<file path="config.mk">
export PLATFORM = sky130hd
export DESIGN_NAME = apb_master_bridge
export DESIGN_NICKNAME = d
export VERILOG_FILES = /design/src/rtl/apb_master_bridge.sv
export SDC_FILE = /design/constraint.sdc
export NUM_CORES = 1
export LEC_CHECK = 0
export CORE_MARGIN = 5
export CORE_UTILIZATION = 30
export CTS_CLUSTER_SIZE = 20
export DETAILED_ROUTE_END_ITERATION = 8
export PLACE_DENSITY = 0.8
export RECOVER_POWER = 100
export SETUP_SLACK_MARGIN = 0.1
export SLEW_MARGIN = 20
export SYNTH_ARGS = -nofsm -noshare
export SYNTH_HDL_FRONTEND = slang
export SYNTH_SLANG_ARGS = --single-unit
</file>
<file path="constraint.sdc">
create_clock -name clk -period 2.2 [get_ports clk]
set_input_delay 0.66 -clock clk [delete_from_list [all_inputs] [get_ports clk]]
set_output_delay 0.66 -clock clk [all_outputs]
set_load 0.005 [all_outputs]
</file>
<file path="src/rtl/apb_master_bridge.sv">
// Bridges the core's single-request data bus onto APB3 for up to four 4 KiB-page slaves.
// Optional ACCESS-phase watchdog is enabled by defining APB_TIMEOUT_EN.
module apb_master_bridge #(
  parameter int          NUM_SLAVES     = 4,
  parameter logic [19:0] BASE_PAGE      = 20'h1000_0,
  parameter int          TIMEOUT_CYCLES = 255
) (
  input  logic                     clk,
  input  logic                     reset,
  input  logic                     transfer,
  input  logic                     busWe,
  input  logic [31:0]              busAddr,
  input  logic [31:0]              busWData,
  input  logic [3:0]               Byte_Enable,
  output logic [31:0]              busRData,
  output logic                     busReady,
  output logic                     busErr,
  output logic [31:0]              PADDR,
  output logic [NUM_SLAVES-1:0]    PSEL,
  output logic                     PENABLE,
  output logic                     PWRITE,
  output logic [31:0]              PWDATA,
  output logic [3:0]               PSTRB,
  input  logic [32*NUM_SLAVES-1:0] PRDATA,
  input  logic [NUM_SLAVES-1:0]    PREADY,
  input  logic [NUM_SLAVES-1:0]    PSLVERR
);

  typedef enum logic [1:0] {IDLE, SETUP, ACCESS, DONE} state_e;

  state_e                state_q, state_d;
  logic [NUM_SLAVES-1:0] psel_q, psel_d;
  logic                  penable_q, penable_d;
  logic                  pwrite_q, pwrite_d;
  logic [31:0]           paddr_q, paddr_d;
  logic [31:0]           pwdata_q, pwdata_d;
  logic [3:0]            pstrb_q, pstrb_d;
  logic [31:0]           rdata_q, rdata_d;
  logic                  ready_q, ready_d;
  logic                  err_q, err_d;
`ifdef APB_TIMEOUT_EN
  localparam logic [7:0] TIMEOUT_LIMIT = 8'(TIMEOUT_CYCLES);
  logic [7:0]            cnt_q, cnt_d;
`endif

  // Page offset from the base; pages below BASE_PAGE wrap to large values and decode as unmapped.
  logic [19:0]           page_off;
  logic [NUM_SLAVES-1:0] dec_onehot;
  logic                  pready_sel;
  logic                  pslverr_sel;
  logic [31:0]           prdata_sel;

  always_comb begin
    page_off = busAddr[31:12] - BASE_PAGE;
    for (int i = 0; i < NUM_SLAVES; i++) begin
      dec_onehot[i] = (page_off == 20'(i));
    end
  end

  // PSEL is one-hot, so masking with it picks the selected slave's response.
  always_comb begin
    pready_sel  = |(PREADY & psel_q);
    pslverr_sel = |(PSLVERR & psel_q);
    prdata_sel  = '0;
    for (int i = 0; i < NUM_SLAVES; i++) begin
      prdata_sel = prdata_sel | (PRDATA[32*i +: 32] & {32{psel_q[i]}});
    end
  end

  always_comb begin
    // NOTE: every next-state value gets a default first so no path through the case infers a latch.
    state_d   = state_q;
    psel_d    = psel_q;
    penable_d = penable_q;
    pwrite_d  = pwrite_q;
    paddr_d   = paddr_q;
    pwdata_d  = pwdata_q;
    pstrb_d   = pstrb_q;
    rdata_d   = rdata_q;
    err_d     = err_q;
    ready_d   = 1'b0;
`ifdef APB_TIMEOUT_EN
    cnt_d     = cnt_q;
`endif

    unique case (state_q)
      IDLE: begin
        if (transfer) begin
          pwrite_d = busWe;
          paddr_d  = {20'h0, busAddr[11:0]};
          pwdata_d = busWData;
          pstrb_d  = busWe ? Byte_Enable : 4'b0000;
          if (|dec_onehot) begin
            psel_d  = dec_onehot;
            state_d = SETUP;
`ifdef APB_TIMEOUT_EN
            cnt_d   = '0;
`endif
          end else begin
            rdata_d = '0;
            err_d   = 1'b1;
            ready_d = 1'b1;
            state_d = DONE;
          end
        end
      end
      SETUP: begin
        penable_d = 1'b1;
        state_d   = ACCESS;
      end
      ACCESS: begin
        if (pready_sel) begin
          rdata_d   = pwrite_q ? 32'h0 : prdata_sel;
          err_d     = pslverr_sel;
          ready_d   = 1'b1;
          psel_d    = '0;
          penable_d = 1'b0;
          state_d   = DONE;
        end
`ifdef APB_TIMEOUT_EN
        else begin
          cnt_d = cnt_q + 8'd1;
          if (cnt_d == TIMEOUT_LIMIT) begin
            rdata_d   = 32'hDEAD_BEEF;
            err_d     = 1'b1;
            ready_d   = 1'b1;
            psel_d    = '0;
            penable_d = 1'b0;
            state_d   = DONE;
          end
        end
`endif
      end
      DONE: begin
        state_d = IDLE;
      end
      default: state_d = IDLE;
    endcase
  end

  always_ff @(posedge clk) begin
    // NOTE: reset is synchronous, so it only acts on a rising edge; state uses <= so all registers see pre-edge values.
    if (!reset) begin
      state_q   <= IDLE;
      psel_q    <= '0;
      penable_q <= 1'b0;
      pwrite_q  <= 1'b0;
      paddr_q   <= '0;
      pwdata_q  <= '0;
      pstrb_q   <= '0;
      rdata_q   <= '0;
      ready_q   <= 1'b0;
      err_q     <= 1'b0;
`ifdef APB_TIMEOUT_EN
      cnt_q     <= '0;
`endif
    end else begin
      state_q   <= state_d;
      psel_q    <= psel_d;
      penable_q <= penable_d;
      pwrite_q  <= pwrite_d;
      paddr_q   <= paddr_d;
      pwdata_q  <= pwdata_d;
      pstrb_q   <= pstrb_d;
      rdata_q   <= rdata_d;
      ready_q   <= ready_d;
      err_q     <= err_d;
`ifdef APB_TIMEOUT_EN
      cnt_q     <= cnt_d;
`endif
    end
  end

  assign PSEL     = psel_q;
  assign PENABLE  = penable_q;
  assign PWRITE   = pwrite_q;
  assign PADDR    = paddr_q;
  assign PWDATA   = pwdata_q;
  assign PSTRB    = pstrb_q;
  assign busRData = rdata_q;
  assign busReady = ready_q;
  assign busErr   = err_q;

endmodule

</file>
==> results <==
- The number of DRC violations after detailed-routing iteration 0 is 299.
- The endpoint identified for the worst register-to-register timing path is PWDATA[1]$_SDFFE_PN0P_.
- The core region is 0.0138 sq mm.
- The total number of nets in the final design is 997.
- The congestion estimate from routability-driven global placement came to 0.759.
- Clock tree synthesis selected as its root buffer the cell sky130_fd_sc_hd__clkbuf_16.
- The critical path required time is 2440 ps.
- The core utilization of the finished layout is 58.5%.
- The top routing layer in use is met4.
- For the worst-skew pair, the clock arrives at the later sink with an insertion delay of 340 ps.
- The critical path class is primary input to flop.
- The static leakage is 3.13 nW.
- Yosys printed 0 warnings.
- The routed wire length on met3 is 1100 um.
- In the detailed route, the total length drawn on met2 is 8990 um.
- The minimum period implied by the final worst setup slack is 2140 ps.
- Across the routed clock network, the largest skew measured is 5.45 ps.
- The instance count of the mapped netlist is 492.
- The area added between synthesis and finish is 92.2%.
- Setup repair after global routing could not meet its margin everywhere.
- The antenna diode count is 0.
- STA classifies the critical path startpoint as a primary input.
- The share of the synthesized area in the top cell type is 43.0%.
- Of the synthesized area, sequential elements account for 43.0%.
- The number of standard cells in the final layout excluding fillers is 972.
- The detailed-route wire length per cell is 17.9 um.
- The number of placed instances, taps included, is 945.
- In this run the worst path has a maximum fanout of 4.
- The class of the most critical hold timing path is flop to flop.
- The worst hold path begins at PWDATA[30]$_SDFFE_PN0P_.
- OpenSTA, run right after detailed placement, puts the worst setup slack at -551 ps.
- The first TritonRoute pass finished after 5 iterations.
- The final layout contains routed wiring with a total length of 17,400 um.
- The final antenna-violating net count is 0.
- The via count is 4,881.
- The final count of hold timing violations was 0.
- The cell area that synthesis handed to floorplanning was 0.00419 sq mm.
- For this configuration, the core starts out at a cell density of 30.4%.
- The clock passes through at most 2 buffers.
- Summing all multi-input logic gate instances after layout gives 0.00244 sq mm.
- The number of cells on the worst hold path is 2.
- The overall overflow remaining after global route is 0.
- Measured against its own limit, the worst slew margin works out to 59.4%.
- Of the available clock period, the critical path in the final layout requires 97.3%.
- In this run, synthesis inferred 0 flip-flops with an integrated enable.
- Dividing total power by cell area gives a power density of 743 mW/mm^2.
- TritonCTS created 9 clock buffers.
- After detailed routing, the wire length on met1 is 6820 um.
- TritonCTS built the clock tree.
- The number of antenna violations at the first check in global routing came to 0.
- The die area is 0.0164 sq mm.
- The sink count of the clock tree is 90.
- The global-route wire length before repair is 24,700 um.
- The maximum clock frequency is 0.467 GHz.
- The capturing element type of the critical path is a flop.
- Setup slack closes at 59.8 ps.
- The synthesized netlist contains 37 unique library cells.
- The half-perimeter wire length of the detailed placement result is 12,900 um.
- In this run the core area contains 43 standard-cell rows.
- Counting flops and latches in the post-synthesis netlist gives 90.
- The length in cells of the worst reg-to-reg path is 7.
- In the final layout, the share of cells above drive strength 1 is 13.5%.
- The via count of the first global-routing pass came to 4,763.
- Across every metal layer, demand over resource in global routing totals 19.2%.
- From bottom edge to top edge, the die measures 128 um.
- The final-layout fill cell count is 1,262.
- The worst reg-to-reg setup slack is 200 ps.
- Entering global routing, the biggest net connects 50 pins.
- The floorplan step set the die width to 128 um.
- By area the synthesized netlist is led by sky130_fd_sc_hd__dfxtp_1 (43%), sky130_fd_sc_hd__nand2_1 (9.0%), sky130_fd_sc_hd__a221oi_1 (6.7%).
- The maximum VDD drop is 0.460 mV.
- Of all cell types, the one taking the most synthesized area is sky130_fd_sc_hd__dfxtp_1.
- Summed over all failing endpoints, the final setup total negative slack is 0 ps.
- The data arrival time at the worst-slack endpoint is 2380 ps.
- The path with the worst hold slack has its endpoint at PWDATA[30]$_SDFFE_PN0P_.
- The final setup violation count is 0.
- After detailed routing, the number of vias per cell comes to 5.02.
- The mean instance size in the synthesized netlist is 8.52 sq um.
- Clock-pin slew was measured on the worst setup and hold paths at 60 ps.
- The run finished with clean final reports.
- The number of hold buffers added after CTS is 0.
- The transition time of the tightest slew-check pin is 610 ps.
- 316 I/O pins were placed.
- For this run, the leading register cell type out of synthesis is sky130_fd_sc_hd__dfxtp_1.
- The area used by sequential logic in the layout is 0.00180 sq mm.
- After detailed routing, the number of remaining DRC violations is 0.
- In the synthesized netlist the async set-or-reset flop fraction comes to 0%.
- The H-tree depth reported by CTS is 3.
- The worst register-to-register path begins at state_q[1]$_SDFFE_PN0P_.
- The max-slew violation total from the final report is 0.
- Across the run, the number of max-cap violations was 0.
- The count of buffers inserted at the top-level ports is 295.
worst max-delay path, stage by stage:
cell and delay, ps:
sky130_fd_sc_hd__clkbuf_2 80, sky130_fd_sc_hd__or4_4 540, sky130_fd_sc_hd__nor4_4 250, sky130_fd_sc_hd__buf_4 170
sky130_fd_sc_hd__a31oi_4 90, sky130_fd_sc_hd__or2_4 290, sky130_fd_sc_hd__o41ai_2 290
Yosys cell counts (3+ instances only):
cell / instances
sky130_fd_sc_hd__a221oi_1: 32
sky130_fd_sc_hd__buf_4: 21
sky130_fd_sc_hd__nor2b_1: 5
sky130_fd_sc_hd__dfxtp_1: 90
sky130_fd_sc_hd__o31ai_1: 34
sky130_fd_sc_hd__o41ai_1: 3
sky130_fd_sc_hd__a21oi_1: 25
sky130_fd_sc_hd__inv_1: 5
sky130_fd_sc_hd__a21boi_0: 27
sky130_fd_sc_hd__a22o_1: 32
sky130_fd_sc_hd__nand2_1: 100
sky130_fd_sc_hd__clkbuf_1: 41
sky130_fd_sc_hd__o211ai_1: 4
sky130_fd_sc_hd__buf_2: 4
sky130_fd_sc_hd__nand3_1: 40
through the flow:
step                      hold slack, ps  instance area, sq um  power, mW
after floorplan                      453                  4470       3.17
after global placement               441                  7520       4.15
after global routing                 468                  8060       6.35
final                                451                  8060       5.99
after detailed placement             446                  7520       4.18
after CTS                            456                  7860       5.77
cell type report:
cell class | instances | share of cell area [%]
clock buffer | 13 | 3.11
clock inverter | 3 | 0.295
inverter | 5 | 0.233
multi-input combinational | 348 | 30.3
sequential | 90 | 22.4
tap | 180 | 2.80
timing repair buffer | 333 | 41.0
power breakdown:
| part | leakage [nW] | total, mW | internal, mW | switching (mW) |
|---|---|---|---|---|
| Sequential | 0.732 | 1.91 | 1.82 | 0.0871 |
| Combinational | 2.28 | 2.63 | 1.31 | 1.32 |
| Clock | 0.126 | 1.45 | 0.803 | 0.644 |
| Total | 3.13 | 5.99 | 3.93 | 2.06 |
metal layers:
layer	vias up	GRT usage (%)
li1	2368	-
met5	-	0
met1	2295	23.0
met2	180	33.5
met3	38	3.21
met4	0	8.55
cells in the final DEF (no fill, tap or decap), types with 3 or more instances in the layout:
master | synthesis | routed
sky130_fd_sc_hd__a21boi_0 | 27 | 27
sky130_fd_sc_hd__a21oi_1 | 25 | 25
sky130_fd_sc_hd__a221oi_1 | 32 | 32
sky130_fd_sc_hd__a22o_1 | 32 | 32
sky130_fd_sc_hd__buf_12 | 0 | 4
sky130_fd_sc_hd__buf_2 | 4 | 4
sky130_fd_sc_hd__buf_4 | 21 | 23
sky130_fd_sc_hd__clkbuf_1 | 41 | 5
sky130_fd_sc_hd__clkbuf_16 | 0 | 11
sky130_fd_sc_hd__clkbuf_2 | 1 | 5
sky130_fd_sc_hd__clkdlybuf4s50_1 | 0 | 189
sky130_fd_sc_hd__conb_1 | 1 | 20
sky130_fd_sc_hd__dfxtp_1 | 90 | 90
sky130_fd_sc_hd__dlygate4sd2_1 | 0 | 7
sky130_fd_sc_hd__dlygate4sd3_1 | 0 | 88
sky130_fd_sc_hd__inv_1 | 5 | 5
sky130_fd_sc_hd__nand2_1 | 100 | 100
sky130_fd_sc_hd__nand3_1 | 40 | 13
sky130_fd_sc_hd__nand3_2 | 0 | 21
sky130_fd_sc_hd__nand3_4 | 0 | 6
sky130_fd_sc_hd__nor2b_1 | 5 | 5
sky130_fd_sc_hd__o211ai_1 | 4 | 4
sky130_fd_sc_hd__o31ai_1 | 34 | 25
sky130_fd_sc_hd__o31ai_2 | 0 | 5
sky130_fd_sc_hd__o31ai_4 | 0 | 4
sky130_fd_sc_hd__o41ai_2 | 0 | 3
sky130_fd_sc_hd__or4_4 | 1 | 3
worst max path at each step:
stage | slack, ps | depth (start not counted) | end | from
after global placement | -500 | 6 | PSEL[2]$_SDFFE_PN0P_ | busAddr[29]
after CTS | 100 | 7 | PSEL[1]$_SDFFE_PN0P_ | busAddr[25]
final | 60 | 7 | PSEL[1]$_SDFFE_PN0P_ | busAddr[24]
after detailed placement | -550 | 6 | PSEL[2]$_SDFFE_PN0P_ | busAddr[23]
after floorplan | -70 | 5 | PSEL[0]$_SDFFE_PN0P_ | busAddr[23]
after global routing | -20 | 7 | PSEL[1]$_SDFFE_PN0P_ | busAddr[24]
repair_timing:
item | in CTS | in global routing
pin swaps | 11 | 15
setup endpoints to repair | 38 | 35
setup buffers | 2 | 4
cloned | 1 | 4
gates resized for setup | 36 | 38
cell families (layout without fill, tap and decap cells):
kind of cell	Yosys count	after routing	synth area share, %
buffers and inverters	74	354	8.66
other	1	20	0.0895
AO/OA/AOI/OAI	167	168	30.6
AND/OR/NAND/NOR	158	158	17.1
flip-flops	90	90	43.0
adder cells (fa/ha/maj)	2	2	0.597
sequential cells by signal, summed over array words and instances, names as in the netlist:
register	cells
busReady	1
busErr	1
PENABLE	1
PWRITE	1
state_q	2
PSEL	4
PSTRB	4
busRData	32
PADDR	12
PWDATA	32
No activity file was read; power rests on OpenSTA's default activity.
